[config.mk]
export PLATFORM = sky130hd
export DESIGN_NAME = seg_mux_driver
export DESIGN_NICKNAME = d
export VERILOG_FILES = /design/src/rtl/seg_pkg.sv /design/src/rtl/seg_mux_driver_scan_timer.sv /design/src/rtl/seg_mux_driver.sv
export SDC_FILE = /design/constraint.sdc
export NUM_CORES = 1
export LEC_CHECK = 0
export CORE_ASPECT_RATIO = 2
export CORE_UTILIZATION = 49
export DETAILED_ROUTE_END_ITERATION = 10
export PLACE_DENSITY = 0.86
export SLEW_MARGIN = 20
export SYNTH_ARGS = -nofsm -noshare
export SYNTH_HDL_FRONTEND = slang
export SYNTH_SLANG_ARGS = --single-unit
[constraint.sdc]
create_clock -name clk_i -period 2.31 [get_ports clk_i]
set_clock_uncertainty 0.2 [all_clocks]
set_input_delay 0.3465 -clock clk_i [delete_from_list [all_inputs] [get_ports clk_i]]
set_output_delay 0.3465 -clock clk_i [all_outputs]
set_load 0.01 [all_outputs]
[src/rtl/seg_pkg.sv]
// ---------------------------------------------------------------------------
// seg_pkg
// Shared 7-segment definitions for the display drivers on this board.
// Holds the special digit codes, the glyph constants (bit0 = a ... bit6 = g,
// active-high) and the code-to-glyph decoder shared by every encoder.
// ---------------------------------------------------------------------------
package seg_pkg;

    // Codes beyond 0-9 that the scoreboard logic uses.
    localparam logic [3:0] CODE_BLANK = 4'd10;
    localparam logic [3:0] CODE_P     = 4'd11;

    // Glyphs, written g..a from left to right.
    localparam logic [6:0] GLYPH_0     = 7'b0111111;
    localparam logic [6:0] GLYPH_1     = 7'b0000110;
    localparam logic [6:0] GLYPH_2     = 7'b1011011;
    localparam logic [6:0] GLYPH_3     = 7'b1001111;
    localparam logic [6:0] GLYPH_4     = 7'b1100110;
    localparam logic [6:0] GLYPH_5     = 7'b1101101;
    localparam logic [6:0] GLYPH_6     = 7'b1111101;
    localparam logic [6:0] GLYPH_7     = 7'b0000111;
    localparam logic [6:0] GLYPH_8     = 7'b1111111;
    localparam logic [6:0] GLYPH_9     = 7'b1101111;
    localparam logic [6:0] GLYPH_BLANK = 7'b0000000;
    localparam logic [6:0] GLYPH_P     = 7'b1110011;
    localparam logic [6:0] GLYPH_DASH  = 7'b1000000;

    // Codes 12-15 are not meaningful digits and render as a dash so a bad
    // value is visible on the panel instead of silently disappearing.
    function automatic logic [6:0] code_to_seg(input logic [3:0] code);
        logic [6:0] glyph;
        case (code)
            4'd0:       glyph = GLYPH_0;
            4'd1:       glyph = GLYPH_1;
            4'd2:       glyph = GLYPH_2;
            4'd3:       glyph = GLYPH_3;
            4'd4:       glyph = GLYPH_4;
            4'd5:       glyph = GLYPH_5;
            4'd6:       glyph = GLYPH_6;
            4'd7:       glyph = GLYPH_7;
            4'd8:       glyph = GLYPH_8;
            4'd9:       glyph = GLYPH_9;
            CODE_BLANK: glyph = GLYPH_BLANK;
            CODE_P:     glyph = GLYPH_P;
            default:    glyph = GLYPH_DASH;
        endcase
        return glyph;
    endfunction

endpackage

[src/rtl/seg_mux_driver_scan_timer.sv]
// ---------------------------------------------------------------------------
// seg_scan_timer
// Scan timebase for the multiplexed display: slot prescaler, digit index,
// dead-time flag, frame pulse and blink counter/phase.
// Ports:
//   clk_i, rst_ni   clock, asynchronous active-low reset
//   enable_i        0 clears and holds prescaler, index and blink counter
//   idx_o           digit currently being scanned
//   dead_o          1 while the prescaler is inside the slot's dead time
//   frame_o         registered one-cycle pulse per completed frame
//   blink_phase_o   1 during the "off" half of the blink period
// ---------------------------------------------------------------------------
module seg_scan_timer #(
    parameter int SCAN_DIV     = 1000,
    parameter int NUM_DIGITS   = 4,
    parameter int DEAD_CYCLES  = 2,
    parameter int BLINK_FRAMES = 64
) (
    input  logic                          clk_i,
    input  logic                          rst_ni,
    input  logic                          enable_i,
    output logic [$clog2(NUM_DIGITS)-1:0] idx_o,
    output logic                          dead_o,
    output logic                          frame_o,
    output logic                          blink_phase_o
);

    localparam int PRESC_W = $clog2(SCAN_DIV + 1);
    localparam int IDX_W   = $clog2(NUM_DIGITS);
    localparam int BLINK_W = $clog2(BLINK_FRAMES + 1);

    localparam logic [PRESC_W-1:0] PRESC_LAST = PRESC_W'(SCAN_DIV - 1);
    localparam logic [PRESC_W-1:0] DEAD_END   = PRESC_W'(DEAD_CYCLES);
    localparam logic [IDX_W-1:0]   IDX_LAST   = IDX_W'(NUM_DIGITS - 1);
    localparam logic [BLINK_W-1:0] BLINK_LAST = BLINK_W'(BLINK_FRAMES - 1);

    logic [PRESC_W-1:0] presc_q, presc_d;
    logic [IDX_W-1:0]   idx_q, idx_d;
    logic [BLINK_W-1:0] blink_cnt_q, blink_cnt_d;
    logic               blink_phase_q, blink_phase_d;
    logic               frame_q, frame_d;
    logic               slot_end, frame_end;

    // The blink phase is deliberately not cleared by enable_i so a display
    // that is briefly switched off resumes in the same blink half.
    always_comb begin
        presc_d       = presc_q;
        idx_d         = idx_q;
        blink_cnt_d   = blink_cnt_q;
        blink_phase_d = blink_phase_q;
        frame_d       = 1'b0;
        slot_end      = (presc_q == PRESC_LAST);
        frame_end     = slot_end && (idx_q == IDX_LAST);

        if (!enable_i) begin
            presc_d     = '0;
            idx_d       = '0;
            blink_cnt_d = '0;
        end else begin
            if (slot_end) begin
                presc_d = '0;
                idx_d   = frame_end ? '0 : idx_q + IDX_W'(1);
            end else begin
                presc_d = presc_q + PRESC_W'(1);
            end

            if (frame_end) begin
                frame_d = 1'b1;
                if (blink_cnt_q == BLINK_LAST) begin
                    blink_cnt_d   = '0;
                    blink_phase_d = ~blink_phase_q;
                end else begin
                    blink_cnt_d = blink_cnt_q + BLINK_W'(1);
                end
            end
        end
    end

    always_ff @(posedge clk_i or negedge rst_ni) begin
        if (!rst_ni) begin
            presc_q       <= '0;
            idx_q         <= '0;
            blink_cnt_q   <= '0;
            blink_phase_q <= 1'b0;
            frame_q       <= 1'b0;
        end else begin
            presc_q       <= presc_d;
            idx_q         <= idx_d;
            blink_cnt_q   <= blink_cnt_d;
            blink_phase_q <= blink_phase_d;
            frame_q       <= frame_d;
        end
    end

    assign idx_o         = idx_q;
    assign dead_o        = (presc_q < DEAD_END);
    assign frame_o       = frame_q;
    assign blink_phase_o = blink_phase_q;

endmodule

[src/rtl/seg_mux_driver.sv]
// ---------------------------------------------------------------------------
// seg_mux_driver
// Time-multiplexed 7-segment driver for NUM_DIGITS BCD digits sharing one
// segment bus, with shadow-register load, anti-ghosting dead time,
// leading-zero blanking, per-digit blink and selectable output polarity.
// Ports:
//   clk_i, rst_ni   clock, asynchronous active-low reset
//   digits_i        digit codes, nibble k drives digit k (MSD is highest)
//   load_i          capture digits_i into the shadow register
//   enable_i        0 = dark display, scan held at digit 0
//   blank_lz_i      1 = blank leading zeros (digit 0 always shown)
//   blink_mask_i    1 = digit k blinks
//   seg_o           segments, bit0 = a ... bit6 = g
//   dig_sel_o       one-hot digit enable
//   frame_o         one-cycle pulse per completed scan frame
// ---------------------------------------------------------------------------
module seg_mux_driver
    import seg_pkg::*;
#(
    parameter int NUM_DIGITS     = 4,
    parameter int SCAN_DIV       = 1000,
    parameter int DEAD_CYCLES    = 2,
    parameter int BLINK_FRAMES   = 64,
    parameter bit SEG_ACTIVE_LOW = 1'b0,
    parameter bit DIG_ACTIVE_LOW = 1'b0
) (
    input  logic                    clk_i,
    input  logic                    rst_ni,
    input  logic [4*NUM_DIGITS-1:0] digits_i,
    input  logic                    load_i,
    input  logic                    enable_i,
    input  logic                    blank_lz_i,
    input  logic [NUM_DIGITS-1:0]   blink_mask_i,
    output logic [6:0]              seg_o,
    output logic [NUM_DIGITS-1:0]   dig_sel_o,
    output logic                    frame_o
);

    localparam int IDX_W = $clog2(NUM_DIGITS);

    localparam logic [6:0]            SEG_INACTIVE = {7{SEG_ACTIVE_LOW}};
    localparam logic [NUM_DIGITS-1:0] DIG_INACTIVE = {NUM_DIGITS{DIG_ACTIVE_LOW}};

    logic [NUM_DIGITS-1:0][3:0] shadow_q, shadow_d;
    logic [6:0]                 seg_q, seg_d;
    logic [NUM_DIGITS-1:0]      dig_sel_q, dig_sel_d;

    logic [IDX_W-1:0]      scan_idx;
    logic                  scan_dead;
    logic                  blink_phase;
    logic [NUM_DIGITS-1:0] lz_mask;
    logic                  zero_above;
    logic [3:0]            cur_code;
    logic                  cur_blank;
    logic [6:0]            seg_raw;
    logic [NUM_DIGITS-1:0] sel_raw;

    seg_scan_timer #(
        .SCAN_DIV     (SCAN_DIV),
        .NUM_DIGITS   (NUM_DIGITS),
        .DEAD_CYCLES  (DEAD_CYCLES),
        .BLINK_FRAMES (BLINK_FRAMES)
    ) u_scan_timer (
        .clk_i         (clk_i),
        .rst_ni        (rst_ni),
        .enable_i      (enable_i),
        .idx_o         (scan_idx),
        .dead_o        (scan_dead),
        .frame_o       (frame_o),
        .blink_phase_o (blink_phase)
    );

    // Loading is independent of enable_i so the value can be staged while dark.
    always_comb begin
        shadow_d = load_i ? digits_i : shadow_q;
    end

    // Walk from the most significant digit down; a digit is a leading zero
    // only if it and everything above it is zero. Digit 0 is never a
    // candidate so an all-zero value still shows "0".
    always_comb begin
        zero_above = 1'b1;
        lz_mask    = '0;
        for (int k = NUM_DIGITS - 1; k >= 0; k--) begin
            zero_above = zero_above & (shadow_q[k] == 4'd0);
            lz_mask[k] = zero_above && (k > 0);
        end
    end

    // Output stage works on the timer's current state, so the pins lag the
    // prescaler/index by one cycle. Polarity is folded in last.
    always_comb begin
        cur_code  = CODE_BLANK;
        cur_blank = 1'b0;
        sel_raw   = '0;
        for (int k = 0; k < NUM_DIGITS; k++) begin
            if (scan_idx == IDX_W'(k)) begin
                cur_code   = shadow_q[k];
                cur_blank  = (blink_mask_i[k] & blink_phase) | (blank_lz_i & lz_mask[k]);
                sel_raw[k] = 1'b1;
            end
        end

        seg_raw = cur_blank ? GLYPH_BLANK : code_to_seg(cur_code);

        if (!enable_i || scan_dead) begin
            seg_raw = GLYPH_BLANK;
            sel_raw = '0;
        end

        seg_d     = seg_raw ^ SEG_INACTIVE;
        dig_sel_d = sel_raw ^ DIG_INACTIVE;
    end

    always_ff @(posedge clk_i or negedge rst_ni) begin
        if (!rst_ni) begin
            shadow_q  <= {NUM_DIGITS{CODE_BLANK}};
            seg_q     <= SEG_INACTIVE;
            dig_sel_q <= DIG_INACTIVE;
        end else begin
            shadow_q  <= shadow_d;
            seg_q     <= seg_d;
            dig_sel_q <= dig_sel_d;
        end
    end

    assign seg_o     = seg_q;
    assign dig_sel_o = dig_sel_q;

endmodule

### Word-level counts from Yosys, hierarchy flattened

Memory sizes are Yosys's and may differ from the RTL's.
Index checks and enable logic that the tools add are counted.

| cells by class | value |
|---|---|
| $add $sub $neg | 3 |
| $lt $le $gt $ge | 1 |
| equality and inequality tests | 7 |
| muxes and demuxes | 25 |
| bitwise operators | 13 |
| reduce and logical (&&, ||, !) cells | 8 |

Operator list:

| cell | count |
|---|---|
| 2-to-1 mux 7 bit | 5 |
| 2-to-1 mux 10 bit | 2 |
| 2-to-1 mux 4 bit | 5 |
| logical NOT 4 bit | 3 |
| adder 10 x 1 -> 10 bit, second input constant | 1 |
| equality test 10 bit, second input constant | 1 |
| < comparator 10 x 2 -> 1 bit, second input constant | 1 |
| 2-to-1 mux 1 bit | 10 |
| bitwise AND 1 bit | 9 |
| adder 7 x 1 -> 7 bit, second input constant | 1 |
| equality test 7 x 6 -> 1 bit, second input constant | 1 |
| 2-to-1 mux 2 bit | 3 |
| equality test 2 bit, second input constant | 2 |
| inequality test 2 x 1 -> 1 bit, second input constant | 2 |
| OR 1 bit | 3 |
| AND reduction 3 bit | 1 |
| adder 2 x 1 -> 2 bit, second input constant | 1 |
| equality test 2 x 1 -> 1 bit, second input constant | 1 |
| logical NOT 2 bit | 1 |
| logical AND 1 bit | 1 |
| logical NOT 1 bit | 1 |
| logical OR 1 bit | 1 |
| NOT 1 bit | 1 |

| storage, ports and cells | value |
|---|---|
| bits in registers | 48 |
| ROM bits | 112 |
| input bits | 25 |
| output and inout bits | 12 |
| logic and storage cells | 69 |
| memories kept | 1 |

Memories:

| memory | words | width | rd ports | clocked after memory_dff | write ports | line | source |
|---|---|---|---|---|---|---|---|
| (no name shown) | 16 | 7 | 1 | 0 | 0 | seg_pkg.sv:32 | `case (code)` |

### Longest topological paths before layout

| depth | value |
|---|---|
| depth in word-level cells | 10 |
| depth in mapped cells | 11 |
| depth with buffers taken out | 10 |

### By module

Synthesis repeated with hierarchy kept, for this count alone.

| second synthesis, totals | value |
|---|---|
| cells, all modules | 208 |
| area, all modules | 2378.5 um2 |

By module, submodules not included:

| module | times used | cells each | area each (um2) | sequential area each (um2) |
|---|---|---|---|---|
| seg_mux_driver | 1 | 100 | 1343.8 | 685.7 |
| seg_scan_timer | 1 | 108 | 1034.7 | 525.5 |

### Least setup slack after synthesis

No wires, ideal clock.

| timing | value |
|---|---|
| path kind | flip-flop to flip-flop |
| start | reg u_scan_timer.idx_q[0] (netlist: u_scan_timer.idx_o[0]) |
| end | reg seg_q[4] (netlist: seg_o[4]) |
| data arrival time | 2.189 ns |
| data required time | 1.985 ns |
| path slack | -0.205 ns |
| cell stages (with the launch flop) | 10 |
| clock period less this slack | 2.515 ns |
| cells stage by stage | dfrtp_1 -> ha_1 -> buf_2 -> nor2b_1 -> a211oi_1 -> inv_1 -> ha_1 -> a21o_1 -> a32oi_1 -> nor2_1 |

| between the ends | value |
|---|---|
| cells in the longest elaborated chain, start to end | 8 |
| elaborated cells between the ends (all ways) | 15 |
| classes of those cells | eq/ne (3); mux (10); reduce/logical (1); memory (1) |

RTL lines:

| what | line | source |
|---|---|---|
| from (decl) | seg_mux_driver_scan_timer.sv:38 | `logic [IDX_W-1:0] idx_q, idx_d;` |
| from (signal assigned) | seg_mux_driver_scan_timer.sv:88 | `idx_q <= idx_d;` |
| logical NOT 2 bit | seg_mux_driver.sv:97 | `if (scan_idx == IDX_W'(k)) begin` |
| 2-to-1 mux 4 bit (4 in series) | seg_mux_driver.sv:97 |  |
| memory (16 x 7 bit) | n/a |  |
| 2-to-1 mux 7 bit * | seg_mux_driver.sv:104 | `seg_raw = cur_blank ? GLYPH_BLANK : code_to_seg(cur_code);` |
| 2-to-1 mux 7 bit * | seg_mux_driver.sv:106 | `if (!enable_i \|\| scan_dead) begin` |
| via seg_d[4] | seg_mux_driver.sv:45 | `logic [6:0] seg_q, seg_d;` |
| to (signal assigned) | seg_mux_driver.sv:122 | `seg_q <= seg_d;` |
| to (decl) | seg_mux_driver.sv:45 |  |

Mark *: on every way through the listed nets, which the timed path passes. The rest lies on a longest branch.
A chain may end at the register's enable or synchronous reset.

### Worst setup path after layout

| timing | value |
|---|---|
| start | reg u_scan_timer.idx_q[0] (netlist: u_scan_timer.idx_o[0]) |
| end | reg seg_q[6] (netlist: seg_o[6]) |

The elaborated chain is that of the path after synthesis.

==> reports/metrics.yaml <==
cts:
  cts.sinks: 48
  cts_root_buf: "clkbuf_8"
  clk_pin_slew_ns: 0.09
  clk_path_buf_depth: 2
  cts_tree: "built"
  clk_latency_ns: 0.31
  htreeDepth: 2
  cts_buffers: 5
global_routing:
  grt_max_degree: 49
  antenna_found_initial: 0
  globalRouteOverflowTotal: 0
  grt_pass1_wl_mm: 10.17
  grtUsageTotal_pct: 25.17
  grt_pass1_vias: 2227
power:
  power_leakage_nw: 1.450
  ir_drop_uv: 588.0
  power_density_nw_per_um2: 556.4
yosys:
  yosysSeqAreaShare_pct: 47.78
  syn_area_um2: 2535
  synth_fp_nets: 273
  synth_cell_types: 54
  yosysWarnings: 0
  avgSynthCellArea_um2: 10.79
  syn_inst: 235
  synth_seq_cells: 48
timing:
  slew-limit-headroom_pct: 59.59
  finalCritPeriodShare_pct: 101.9
  timing.final.ws_setup_ns: -0.04405
  min_period_ns: 2.354
  setup_viol_count_final: 3
  setup-tns-final_ns: -0.09872
  tightest_slew_ns: 0.6062
  maxSlewViolCount: 0
  rsz0062_at_grt: "yes"
  timing.fmax_ghz: 0.4248
  final_hold_viol_count: 0
run_status:
  violations: "setup timing"
  outcome: "complete, but fails checks"
critical_path:
  start_kind: "flip-flop"
  cp.arrival_ns: 2.38
  reg2reg_depth: 9
  r2r_setup_slack_ns: -0.04
  cp_slowest_cell: "dfrtp_2"
  reg2reg_to: "seg_o[6]"
  path_cells: "buf_6 -> ha_4 -> nand3b_1 -> a211oi_2 -> inv_2 -> ha_1 -> o21ai_2 -> o31ai_2 -> a221oi_2"
  path_class: "flip-flop to flip-flop"
  max_stage_delay_ns: 0.46
  end_kind: "flip-flop"
  crit_path_max_fanout: 5
  r2r-start: "u_scan_timer.idx_o[0]"
  cp.required_ns: 2.33
route:
  wl_mm: 6.363
  avgRoutedWirePerCell_um: 17.77
  drtIter0Drc: 38
  drtAntennaViolNets: 0
  via_count: 2072
  drtPass1Iterations: 4
  drc_errors: 0
  via_per_inst: 5.788
floorplanning:
  coreArea_um2: 4910
  row_count: 36
  die-area_um2: 5483
  io_pins: 37
  die_x_um: 52.86
  initial_core_util_pct: 51.63
  die_h_um: 103.7
worst_hold_path:
  worst_hold_path_type: "flip-flop to flip-flop"
  hold_path_depth: 1
  hp-start: "u_scan_timer.presc_q[0]"
  hold_end: "u_scan_timer.presc_q[0]"
place:
  hpwl_mm: 4.412
  gp_congestion: 1.023
  port_buffers: 36
  dp.cells: 344
  pre_cts_slack_ns: -0.2256
layout:
  area_growth_pct: 36.28
  antennaDiodeCount: 0
  post-route-util_pct: 70.36
  instances_no_fill: 358
  drive_gt1_share_pct: 32.89
  nets: 338
flow_run:
  cap_violations: 0
-- cell type report --
class	count	area (µm²)
fillers	363	1455
multi-input cells	170	1424
flip-flops and latches	48	1214
repair buffers	64	575.6
clock buffers	7	96.34
well taps	57	71.32
inverters	11	43.79
clock inverters	1	30.03
-- synthesized netlist by cell type (all sizes together) --
library cell	n	share of area, %
nand2b	4	0.99
a21boi	1	0.30
a31oi	1	0.25
dfstp	8	8.3
nand4	3	0.99
nor4b	1	0.35
a22o	3	1.0
o211ai	2	0.59
buf	3	1.1
a221oi	1	0.35
o311ai	1	0.64
or2	2	0.59
and4	2	0.69
clkbuf	3	0.44
nor3	8	1.8
or4	1	0.30
a21oi	11	2.3
o21ai	8	2.0
a21o	1	0.30
inv	11	1.6
dfrtp	40	39
nor3b	2	0.59
xor2	4	1.4
nor4	3	1.3
and3b	1	0.35
o31ai	1	0.30
a22oi	1	0.30
and3	3	0.74
nand3	8	1.6
nand3b	2	0.59
nand2	15	2.2
ha	13	6.4
a311oi	1	0.59
a32oi	2	0.69
mux2	14	6.2
or4b	1	0.39
nor2b	3	0.74
nor2	25	3.7
or3	1	0.25
and2	5	1.2
a211oi	6	2.3
o311a	2	1.2
xnor2	6	2.1
mux2i	1	0.39
-- layout by cell type, fill, tap and decap left out, drive strengths merged, types with 7 or more instances in the layout --
cell / Yosys / routed
nand2: 15 / 15
a21oi: 11 / 11
ha: 13 / 13
nor2: 25 / 25
clkdlybuf4s50: 0 / 35
dfstp: 8 / 8
inv: 11 / 11
o21ai: 8 / 8
buf: 3 / 28
mux2: 14 / 14
dfrtp: 40 / 40
clkbuf: 3 / 7
nand3: 8 / 8
nor3: 8 / 8
-- critical path, delay by kind of cell (launching register included) --
kind                     cells  cell delay (ns)
AND/OR/NAND/NOR              1             0.19
buffers and inverters        2             0.24
AO/OA/AOI/OAI                4             0.76
adder cells (fa/ha/maj)      2             0.41
flip-flops                   1             0.46
-- where the power goes --
group	leakage, nW	switching, W	internal, W
Combinational	0.768	0.000151	0.000171
Clock	0.0645	0.000289	0.000382
Sequential	0.618	0.0000364	0.000893
Total	1.45	0.000477	0.00145
-- logic make-up (layout without fill, tap and decap cells) --
group	count (synthesis)	after routing	synth area share [%]
buffers and inverters	17	83	3.159
AO/OA/AOI/OAI	42	42	13.18
AND/OR/NAND/NOR	90	90	19.40
flip-flops	48	48	47.78
XOR/XNOR	10	10	3.455
adder cells (fa/ha/maj)	13	13	6.417
multiplexers	15	15	6.614
-- worst max path at each step --
stage          slack [ns]                  start  cells past startpoint       end
2_1_floorplan       -0.03  u_scan_timer.idx_o[1]                     10  seg_o[6]
6_report            -0.04  u_scan_timer.idx_o[0]                      9  seg_o[6]
5_1_grt             -0.12  u_scan_timer.idx_o[0]                      9  seg_o[6]
3_5_place_dp        -0.23  u_scan_timer.idx_o[1]                      7  seg_o[6]
3_3_place_gp        -0.13  u_scan_timer.idx_o[1]                      7  seg_o[6]
4_1_cts             -0.02  u_scan_timer.idx_o[1]                      9  seg_o[4]
-- stage by stage --
stage / total power (W) / area [µm²] / hold slack (ns)
finish: 0.001922 / 3455 / 0.2612
global route: 0.001987 / 3455 / 0.2831
CTS: 0.001894 / 3321 / 0.2616
detailed placement: 0.001220 / 3117 / 0.2496
global placement: 0.001210 / 3117 / 0.2455
floorplan: 0.001078 / 2564 / -0.1491
-- what timing repair did --
item	in CTS	in global routing
endpoints found under the hold margin	40	0
gates resized for setup	10	29
setup buffers	3	3
hold buffers	1	0
setup endpoints to repair	7	7
pin swaps	3	13
-- metal layers --
metal,up-vias,track usage (%),wire [µm]
met3,20,4.552,182
li1,960,-,-
met5,-,0,0
met1,1035,24.16,2214
met2,57,47.47,3679
met4,0,11.47,286
-- state kept, by name, indices dropped and copies added (netlist names) --
| name | flops |
|---|---|
| seg_o | 7 |
| u_scan_timer.blink_cnt_q | 7 |
| u_scan_timer.blink_phase_o | 1 |
| shadow_q | 16 |
| dig_sel_o | 4 |
| u_scan_timer.presc_q | 10 |
| u_scan_timer.frame_o | 1 |
| u_scan_timer.idx_o | 2 |
(Power assumes the default switching activity.)
